File: src/rtl/cpu_types_pkg.sv
// Shared CPU types: instruction-cache frame layout, FSM states and default geometry.
package cpu_types_pkg;

  localparam int WORD_W       = 32;
  localparam int ICACHE_SETS  = 16;
  localparam int ICACHE_OFFW  = 2;
  localparam int ICACHE_IDX_W = $clog2(ICACHE_SETS);
  localparam int ICACHE_TAG_W = WORD_W - ICACHE_OFFW - ICACHE_IDX_W;

  typedef enum logic {
    IDLE = 1'b0,
    FILL = 1'b1
  } icache_state_t;

  // Tag is stored right-aligned in a full word so any SETS/OFFW split fits.
  typedef struct packed {
    logic              valid;
    logic [WORD_W-1:0] tag;
    logic [WORD_W-1:0] data;
  } icache_frame_t;

endpackage

File: src/rtl/icache.sv
// Direct-mapped, one-word-per-frame instruction cache. Hits return in the
// same cycle; a miss parks in FILL until memory drops iwait.
import cpu_types_pkg::*;

module icache #(
  parameter int SETS = ICACHE_SETS,
  parameter int OFFW = ICACHE_OFFW
) (
  input  logic        CLK,
  input  logic        nRST,
  input  logic        imemREN,
  input  logic [31:0] imemaddr,
  output logic        ihit,
  output logic [31:0] imemload,
  output logic        iREN,
  output logic [31:0] iaddr,
  input  logic        iwait,
  input  logic [31:0] iload,
  output logic [31:0] hit_count,
  output logic [31:0] miss_count
);

  localparam int IDXW   = $clog2(SETS);
  localparam int TSHIFT = OFFW + IDXW;

  icache_state_t state;
  icache_frame_t frames [SETS];
  logic [31:0]   miss_addr;

  logic [IDXW-1:0] live_idx;
  logic [IDXW-1:0] fill_idx;
  logic [31:0]     live_tag;
  logic [31:0]     fill_tag;
  icache_frame_t   live_frame;
  logic            hit;
  logic            miss;
  logic            fill_done;

  function automatic logic [31:0] sat_inc(input logic [31:0] v);
    return (v == 32'hFFFF_FFFF) ? v : v + 32'd1;
  endfunction

  assign live_idx   = imemaddr[OFFW +: IDXW];
  assign live_tag   = imemaddr >> TSHIFT;
  assign fill_idx   = miss_addr[OFFW +: IDXW];
  assign fill_tag   = miss_addr >> TSHIFT;
  assign live_frame = frames[live_idx];

  // Lookup against the live PC; only meaningful while no fill is outstanding.
  always_comb begin
    hit       = (state == IDLE) && imemREN && live_frame.valid &&
                (live_frame.tag == live_tag);
    miss      = (state == IDLE) && imemREN && !hit;
    fill_done = (state == FILL) && !iwait;
  end

  // Outputs decode straight from state registers so reset drops iREN at once.
  always_comb begin
    ihit     = hit;
    imemload = hit ? live_frame.data : 32'd0;
    iREN     = (state == FILL);
    iaddr    = (state == FILL) ? miss_addr : 32'd0;
  end

  // Control FSM, latched miss address and saturating statistics.
  always_ff @(posedge CLK or negedge nRST) begin
    if (!nRST) begin
      state      <= IDLE;
      miss_addr  <= 32'd0;
      hit_count  <= 32'd0;
      miss_count <= 32'd0;
    end else begin
      if (hit)
        hit_count <= sat_inc(hit_count);
      case (state)
        IDLE: begin
          if (miss) begin
            miss_addr  <= imemaddr;
            miss_count <= sat_inc(miss_count);
            state      <= FILL;
          end
        end
        FILL: begin
          // Completes regardless of what the fetch stage is doing now.
          if (!iwait)
            state <= IDLE;
        end
        default: state <= IDLE;
      endcase
    end
  end

  // Frame storage: written only when memory returns the missed word.
  always_ff @(posedge CLK or negedge nRST) begin
    if (!nRST) begin
      for (int i = 0; i < SETS; i++)
        frames[i] <= '0;
    end else if (fill_done) begin
      frames[fill_idx] <= '{valid: 1'b1, tag: fill_tag, data: iload};
    end
  end

endmodule

File: config.mk
export PLATFORM = sky130hd
export DESIGN_NAME = icache
export DESIGN_NICKNAME = d
export VERILOG_FILES = /design/src/rtl/cpu_types_pkg.sv /design/src/rtl/icache.sv
export SDC_FILE = /design/constraint.sdc
export NUM_CORES = 1
export LEC_CHECK = 0
export CAP_MARGIN = 20
export CORE_UTILIZATION = 40
export DETAILED_ROUTE_END_ITERATION = 12
export MAX_ROUTING_LAYER = met4
export PLACE_DENSITY_LB_ADDON = 0.1
export SKIP_CTS_REPAIR_TIMING = 1
export SYNTH_ARGS = -nofsm -noshare
export SYNTH_HDL_FRONTEND = slang
export SYNTH_SLANG_ARGS = --single-unit
File: constraint.sdc
create_clock -name CLK -period 5.2 [get_ports CLK]
set_clock_uncertainty 0.2 [all_clocks]
set_input_delay 1.04 -clock CLK [delete_from_list [all_inputs] [get_ports CLK]]
set_output_delay 1.04 -clock CLK [all_outputs]
set_load 0.01 [all_outputs]
Word-level counts from Yosys, hierarchy flattened
Index checks and enable logic that the tools add are counted.

storage, ports and cells
  memories kept = 0
  memory bits (writable) = 0
  output and inout bits = 130
  bits in latches = 0
  bits in registers = 1137
  memory bits (read-only) = 0

cells by class
  equal/unequal tests = 3
  $mul = 0
  $lt $le $gt $ge = 3
  muxes and demuxes = 11
  divide/modulo/power cells = 0
  reduce and logical (&&, ||, !) cells = 11
  shift operators = 0
  bitwise operators = 5
  add/sub/neg operators = 2

operator list
  operator                                                               count
  1040-bit bitwise mux                                                   1
  65-bit binary-select mux with 4-bit select                             1
  65-bit demux with 4-bit select                                         1
  65-bit two-way mux                                                     3
  32-bit by 1-bit adder with 32-bit output (second input constant)       2
  32-bit == test (second input constant)                                 2
  32-bit two-way mux                                                     2
  32-bit by 26-bit == test with 1-bit output                             1
  5-bit >= comparator (second input constant)                            2
  4-bit NOT with 5-bit output                                            2
  1-bit logical AND                                                      6
  5-bit by 1-bit < comparator with 1-bit output (second input constant)  1
  2-bit AND reduction                                                    2
  1-bit NOT                                                              3
  3-bit AND reduction                                                    1
  1-bit logical NOT                                                      2
  1-bit two-way mux                                                      2
  1-bit case mux with 2 select lines                                     1

Depth between registers and ports, before layout
Gate-level depths: netlist (run 1).

  word-level depth = 10
  gate-level depth with buffers = 15

Worst setup path after synthesis (run 1)
No wires, ideal clock.

  path kind = input to output
  from = input imemaddr[2]
  to = output imemload[22]
  path buffers = 7
  data required time = 3.960 ns
  path slack = 0.202 ns
  cell stages on the path = 10
  data arrival time = 3.758 ns
  cells stage by stage = buf_4 > buf_6 > buf_4 > buf_4 > buf_2 > buf_2 > buf_2 > mux4_2 > mux4_2 > nor2b_1

on the way
  word-level cells in the longest chain between the ends = 7
  elaborated cells between the ends (all ways) = 8
  those cells by class = eq/ne (1); mux (4); bitwise (1); reduce/logical (2)

ends and longest elaborated chain
  what                                                                                    line                        RTL
  start, declared                                                                         icache.sv:12                input logic [31:0] imemaddr,
  4-bit NOT with 5-bit output (implied by the code) (*)                                   icache.sv:47                assign live_frame = frames[live_idx];
  65-bit binary-select mux with 4-bit select (*)                                          icache.sv:47
  65-bit two-way mux (implied by the code) (*) (2 in series)                              icache.sv:47
  32-bit by 26-bit == test with 1-bit output / 1-bit logical AND (equally long branches)  icache.sv:52, icache.sv:51
  1-bit logical AND                                                                       icache.sv:51                hit = (state == IDLE) && imemREN && live_frame.valid &&
  32-bit two-way mux (*)                                                                  icache.sv:60                imemload = hit ? live_frame.data : 32'd0;
  end, declared                                                                           icache.sv:14                output logic [31:0] imemload,

Every way passes the cells marked *; elsewhere a longest branch is shown, timed or not. The select of a mux whose other input is x is not followed.

Final worst setup path (run 1)
  from = input imemaddr[2]
  to = output imemload[29]

Same word-level chain as after synthesis.

==> results.json, run 1 <==
{
  "outcome": "finished with violations",
  "violations": "negative setup slack",
  "rsz0062_at_grt": "yes",
  "synth_ff_type": "dfrtp_1",
  "drive_above_1_share_pct": 49.0,
  "mostFrequentLayoutCells": "dfrtp_1, mux2_2, mux4_2, clkdlybuf4s50_1, clkbuf_16",
  "placed_area_sq_um": 51800,
  "path_max_fanout": 13,
  "period_needed_ns": 5.27,
  "switching_share_pct": 26.8,
  "totalWireLength_um": 132000,
  "mostFrequentLayoutCell": "dfrtp_1",
  "cp.required_ns": 3.96,
  "combPwrFrac_pct": 23.4,
  "num-nets-final": 3353,
  "finalCritPeriodShare_pct": 101,
  "crit_chain": "buf_16, buf_16, buf_16, mux4_2, mux2i_1, mux2i_1, xnor2_1, nand2_1, nor4_4, nand3_4, buf_4, buf_12, buf_4, nor2b_1, buf_2",
  "cts.clk_slew.worst_paths_ns": 0.06,
  "antenna_found_initial": 2,
  "port_buffers": 197,
  "cts_made_buffers": 116,
  "r2r_start": "frames[47]",
  "place_hpwl_um": 76400,
  "ys_seq_elements": 1041,
  "avgViaCountPerCell": 5.64,
  "io_pins": 198,
  "end_kind": "output port",
  "initial_core_util_pct": 40.6,
  "ys_warn_count": 0,
  "dr.pass1.iters": 5,
  "power.leakage_uw": 0.0255,
  "pre_cts_ws_ns": -0.541,
  "grtUsageTotal_pct": 22.7,
  "ys_seq_area_share_pct": 55.0,
  "slew_viol_final": 0,
  "hp-class": "input port to async pin",
  "rr_worst_depth": 12,
  "p_clk_share_pct": 30.0,
  "clock_path_buffers": 3,
  "setup_slack_ns": -0.0710,
  "die_w_um": 346,
  "postLayoutCellArea_sq_um": 56400,
  "final_antenna_net_count": 0,
  "grt_first_pass_wirelength_um": 200000,
  "slew_headroom_pct": 32.6,
  "synth-edff-count": 0,
  "synth_top_area_cell": "dfrtp_1",
  "p_seq_share_pct": 46.6,
  "worst_slew_pin_slew_ns": 1.01,
  "p_switching_uw": 7510,
  "crit_path_start": "imemaddr[2]",
  "fp.dieH_um": 346,
  "drv_cap": 0,
  "synthCells": 3050,
  "fmax_mhz": 190,
  "clock_latency_ns": 0.72,
  "syn_area_sq_um": 47400,
  "post_drt_wl_per_cell_um": 26.8,
  "die_area_sq_um": 120000,
  "syn_avg_cell_area_sq_um": 15.5,
  "worst_setup_path_start_kind": "input port",
  "grt.overflow.total": 0,
  "peakVddDrop_v": 0.000304,
  "crit_path_max_incr_delay_ns": 0.51,
  "first_iter_violations": 1574,
  "synth_cell_types": 53,
  "critPathKind": "input port to output port",
  "grt_start_max_net_pins": 121,
  "cts.sinks": 1041,
  "syn_nets": 3120,
  "fill_cells": 9916,
  "grt_pass1_vias": 30241,
  "worstPathArrival_ns": 4.03,
  "p_int_uw": 20600,
  "rows": 125,
  "async_flop_share_pct": 100,
  "clockRootBuffer": "clkbuf_16",
  "power.density_nw_per_um2": 498,
  "worst_path_max_delay_cell": "mux4_2",
  "areaGrowthSynthToFinish_pct": 19.0,
  "vias": 27669,
  "cts_tree": "built",
  "core_sq_um": 117000,
  "hold_viol": 0,
  "synth.area.top_cells": "dfrtp_1, mux2_2, mux4_2",
  "drc_errors": 0,
  "gp_congestion": 0.786,
  "cpMostUsedCell": "buf_16",
  "synth_top_area_share_pct": 55.0,
  "finalSetupViolations": 18,
  "cts_htree_levels": 3
}
-- per-stage QoR --
step / setup TNS [ns] / util [%] / power (uW) / cells / hold slack, ns
finish: -0.692 / 48.3 / 28100 / 4910 / 0.186
floorplan: 0 / - / 17600 / 3050 / 0.229
global placement: -15.35 / 44.3 / 19300 / 4649 / 0.244
global route: -2.90 / 48.3 / 29600 / 4909 / 0.267
CTS: -17.03 / 47.7 / 28300 / 4868 / 0.234
detailed placement: -16.27 / 44.3 / 19700 / 4649 / 0.251
-- path summary, 6_finish.rpt --
path                                 endpoint  slack, ns
worst max-delay path             imemload[29]      -0.07
min in group CLK                  frames[909]       0.27
worst min-delay path            hit_count[16]       0.19
worst min register to register    frames[909]       0.27
max in group asynchronous         frames[221]       3.25
worst max register to register  hit_count[28]       1.21
-- critical path, delay by kind of cell --
kind / cells / cell delay, ns
xor gates and xnor gates: 1 / 0.26
muxes: 3 / 0.77
and+or+nand+nor: 4 / 0.87
buffers and inverters: 7 / 1.04
-- synth_stat cells (all sizes together) (38+ instances only) --
cell type  count
nand2         43
xnor2         45
and2          42
dfrtp       1041
xor2          38
nand3         38
buf          132
nor2b         47
mux4         248
clkbuf       119
mux2i         85
mux2         963
-- final cells by class --
type | count | area (sq um) | area share (%)
flip-flops and latches | 1041 | 26100 | 46.2
multi-input cells | 1747 | 20500 | 36.4
repair buffers | 366 | 3890 | 6.90
clock buffers | 167 | 3380 | 6.00
well taps | 1524 | 1910 | 3.38
clock inverters | 52 | 584 | 1.04
inverters | 11 | 48.8 | 0.0865
diodes | 2 | 5.00 | 0.00888
-- per-layer routing --
metal	GRT usage (%)	share of wire (%)
met1	30.9	46
met5	-	0
met4	5.04	2.2
met2	36.5	48
met3	2.51	3.2
-- kinds of logic (layout without fill, tap and decap cells) --
group	Yosys count	count (layout)	synth area share (%)
adder cells (fa/ha/maj)	2	2	0.0528
multiplexers	1296	1296	36.5
AO/OA/AOI/OAI	56	56	0.895
XOR/XNOR	83	83	1.53
other	0	2	0
flip-flops	1041	1041	55.0
AND/OR/NAND/NOR	310	310	3.75
buffers and inverters	262	596	2.34
-- sequential cells by signal (all words and copies together), names as in the netlist --
name and cells:
hit_count 32, frames 944, miss_addr 32, miss_count 32
iREN 1
-- power by group through the flow --
stage               logic [uW]  registers (uW)  clock network (uW)
floorplan                 5110           12500                   0
detailed placement        6510           13200                   0
CTS                       6530           13100                8650
global placement          6270           13000                   0
finish                    6560           13100                8420
global route              7080           13500                8960
Note: power is estimated with default switching activity, not from simulation.
==> run 2, diff against run 1 <==
--- a/config.mk
+++ b/config.mk
@@ -8,7 +8,7 @@
 export CAP_MARGIN = 20
 export CORE_UTILIZATION = 40
 export DETAILED_ROUTE_END_ITERATION = 12
-export MAX_ROUTING_LAYER = met4
+export DONT_BUFFER_PORTS = 1
 export PLACE_DENSITY_LB_ADDON = 0.1
 export SKIP_CTS_REPAIR_TIMING = 1
 export SYNTH_ARGS = -nofsm -noshare
==> results.json, run 2 (synthesis results as in run 1) <==
{
  "crit_path_start": "imemaddr[3]",
  "cts_made_buffers": 118,
  "peakVddDrop_v": 0.000299,
  "mostFrequentLayoutCell": "dfrtp_1",
  "fmax_mhz": 193,
  "top_register": "frames",
  "power.leakage_uw": 0.0240,
  "grt_first_pass_wirelength_um": 191000,
  "slew_viol_final": 0,
  "place_hpwl_um": 66800,
  "totalWireLength_um": 125000,
  "hold_viol": 0,
  "grt.overflow.total": 0,
  "antenna_found_initial": 3,
  "core_sq_um": 117000,
  "postLayoutCellArea_sq_um": 53300,
  "worstPathArrival_ns": 3.95,
  "die_w_um": 346,
  "rsz0062_at_grt": "no",
  "fp.dieH_um": 346,
  "finalCritPeriodShare_pct": 99.8,
  "largest_reg_flops": 944,
  "mostFrequentLayoutCells": "dfrtp_1, mux2_2, mux4_2, clkbuf_16, mux2i_1",
  "placed_area_sq_um": 49100,
  "grt_start_max_net_pins": 1042,
  "cts_htree_levels": 3,
  "clock_path_buffers": 3,
  "final_antenna_net_count": 0,
  "slew_headroom_pct": 21.2,
  "worst_setup_path_start_kind": "input port",
  "critPathKind": "input port to output port",
  "outcome": "finished clean",
  "vias": 26244,
  "post_drt_wl_per_cell_um": 27.0,
  "path_max_fanout": 218,
  "die_area_sq_um": 120000,
  "final_core_util_pct": 45.6,
  "cp.required_ns": 3.96,
  "rows": 125,
  "first_iter_violations": 1511,
  "power_uw": 27500,
  "tns_ns": 0,
  "drc_errors": 0,
  "period_needed_ns": 5.19,
  "worst_slew_pin_slew_ns": 1.18,
  "initial_core_util_pct": 40.6,
  "gp_congestion": 0.765,
  "drive_above_1_share_pct": 48.7,
  "avgViaCountPerCell": 5.68,
  "grt_pass1_vias": 28940,
  "pre_cts_ws_ns": 0.0616,
  "cts_tree": "built",
  "io_pins": 198,
  "num-nets-final": 3072,
  "dr.pass1.iters": 5,
  "areaGrowthSynthToFinish_pct": 12.4,
  "end_kind": "output port",
  "fill_cells": 10087,
  "clock_latency_ns": 0.70,
  "power.density_nw_per_um2": 516,
  "port_buffers": 0,
  "cts.sinks": 1041,
  "setup_slack_ns": 0.00912,
  "hp-class": "input port to async pin",
  "grtUsageTotal_pct": 21.1,
  "r2r_start": "frames[437]",
  "cts.clk_slew.worst_paths_ns": 0.06,
  "finalSetupViolations": 0,
  "drv_cap": 0,
  "clockRootBuffer": "clkbuf_16"
}
run 2: final timing paths:
kind	end	slack, ns	depth (start not counted)
setup / recovery	imemload[24]	0.009	10
hold / removal	hit_count[16]	0.09	1
setup reg to reg	hit_count[1]	1.53	10
hold reg to reg	frames[389]	0.26	1
max in group asynchronous	miss_count[4]	2.21	3
min in group CLK	frames[389]	0.26	1
run 2: metrics by stage:
stage / hold WS [ns] / cells
after floorplan: 0.229 / 3050
after global placement: 0.244 / 4399
after detailed placement: 0.250 / 4399
after CTS: -0.173 / 4612
after global routing: 0.108 / 4619
final: 0.0856 / 4621
run 2: layer usage:
metal / vias up / part of all wire, % / GRT usage [%]
li1: 11193 / - / -
met4: 0 / 2.0 / 4.89
met2: 510 / 48 / 34.6
met1: 14376 / 45 / 28.9
met3: 165 / 4.7 / 4.02
met5: - / 0 / 0
run 2: layout make-up:
cell class              count  area [sq um]  area share (%)
diodes                      2          5.00         0.00939
multi-input cells        1747         20400            38.3
repair buffers             83           888            1.67
inverters                  11          43.8          0.0822
flip-flops and latches   1041         26100            48.9
clock buffers             174          3540            6.64
well taps                1524          1910            3.58
clock inverters            39           459           0.862
run 2: power by group:
group / internal [uW] / switching [uW]
clock: 5120 / 3360
sequential: 11300 / 1760
combinational: 4010 / 1960
total: 20400 / 7080
run 2: worst max-delay path, cell delays in order:
cell	delay, ns
mux4_2	0.55
a22oi_1	0.26
a21oi_1	0.10
or4_4	0.57
nor4_2	0.27
and4_4	0.29
nand3_4	0.09
buf_12	0.22
nor2b_1	0.18
buf_4	0.14
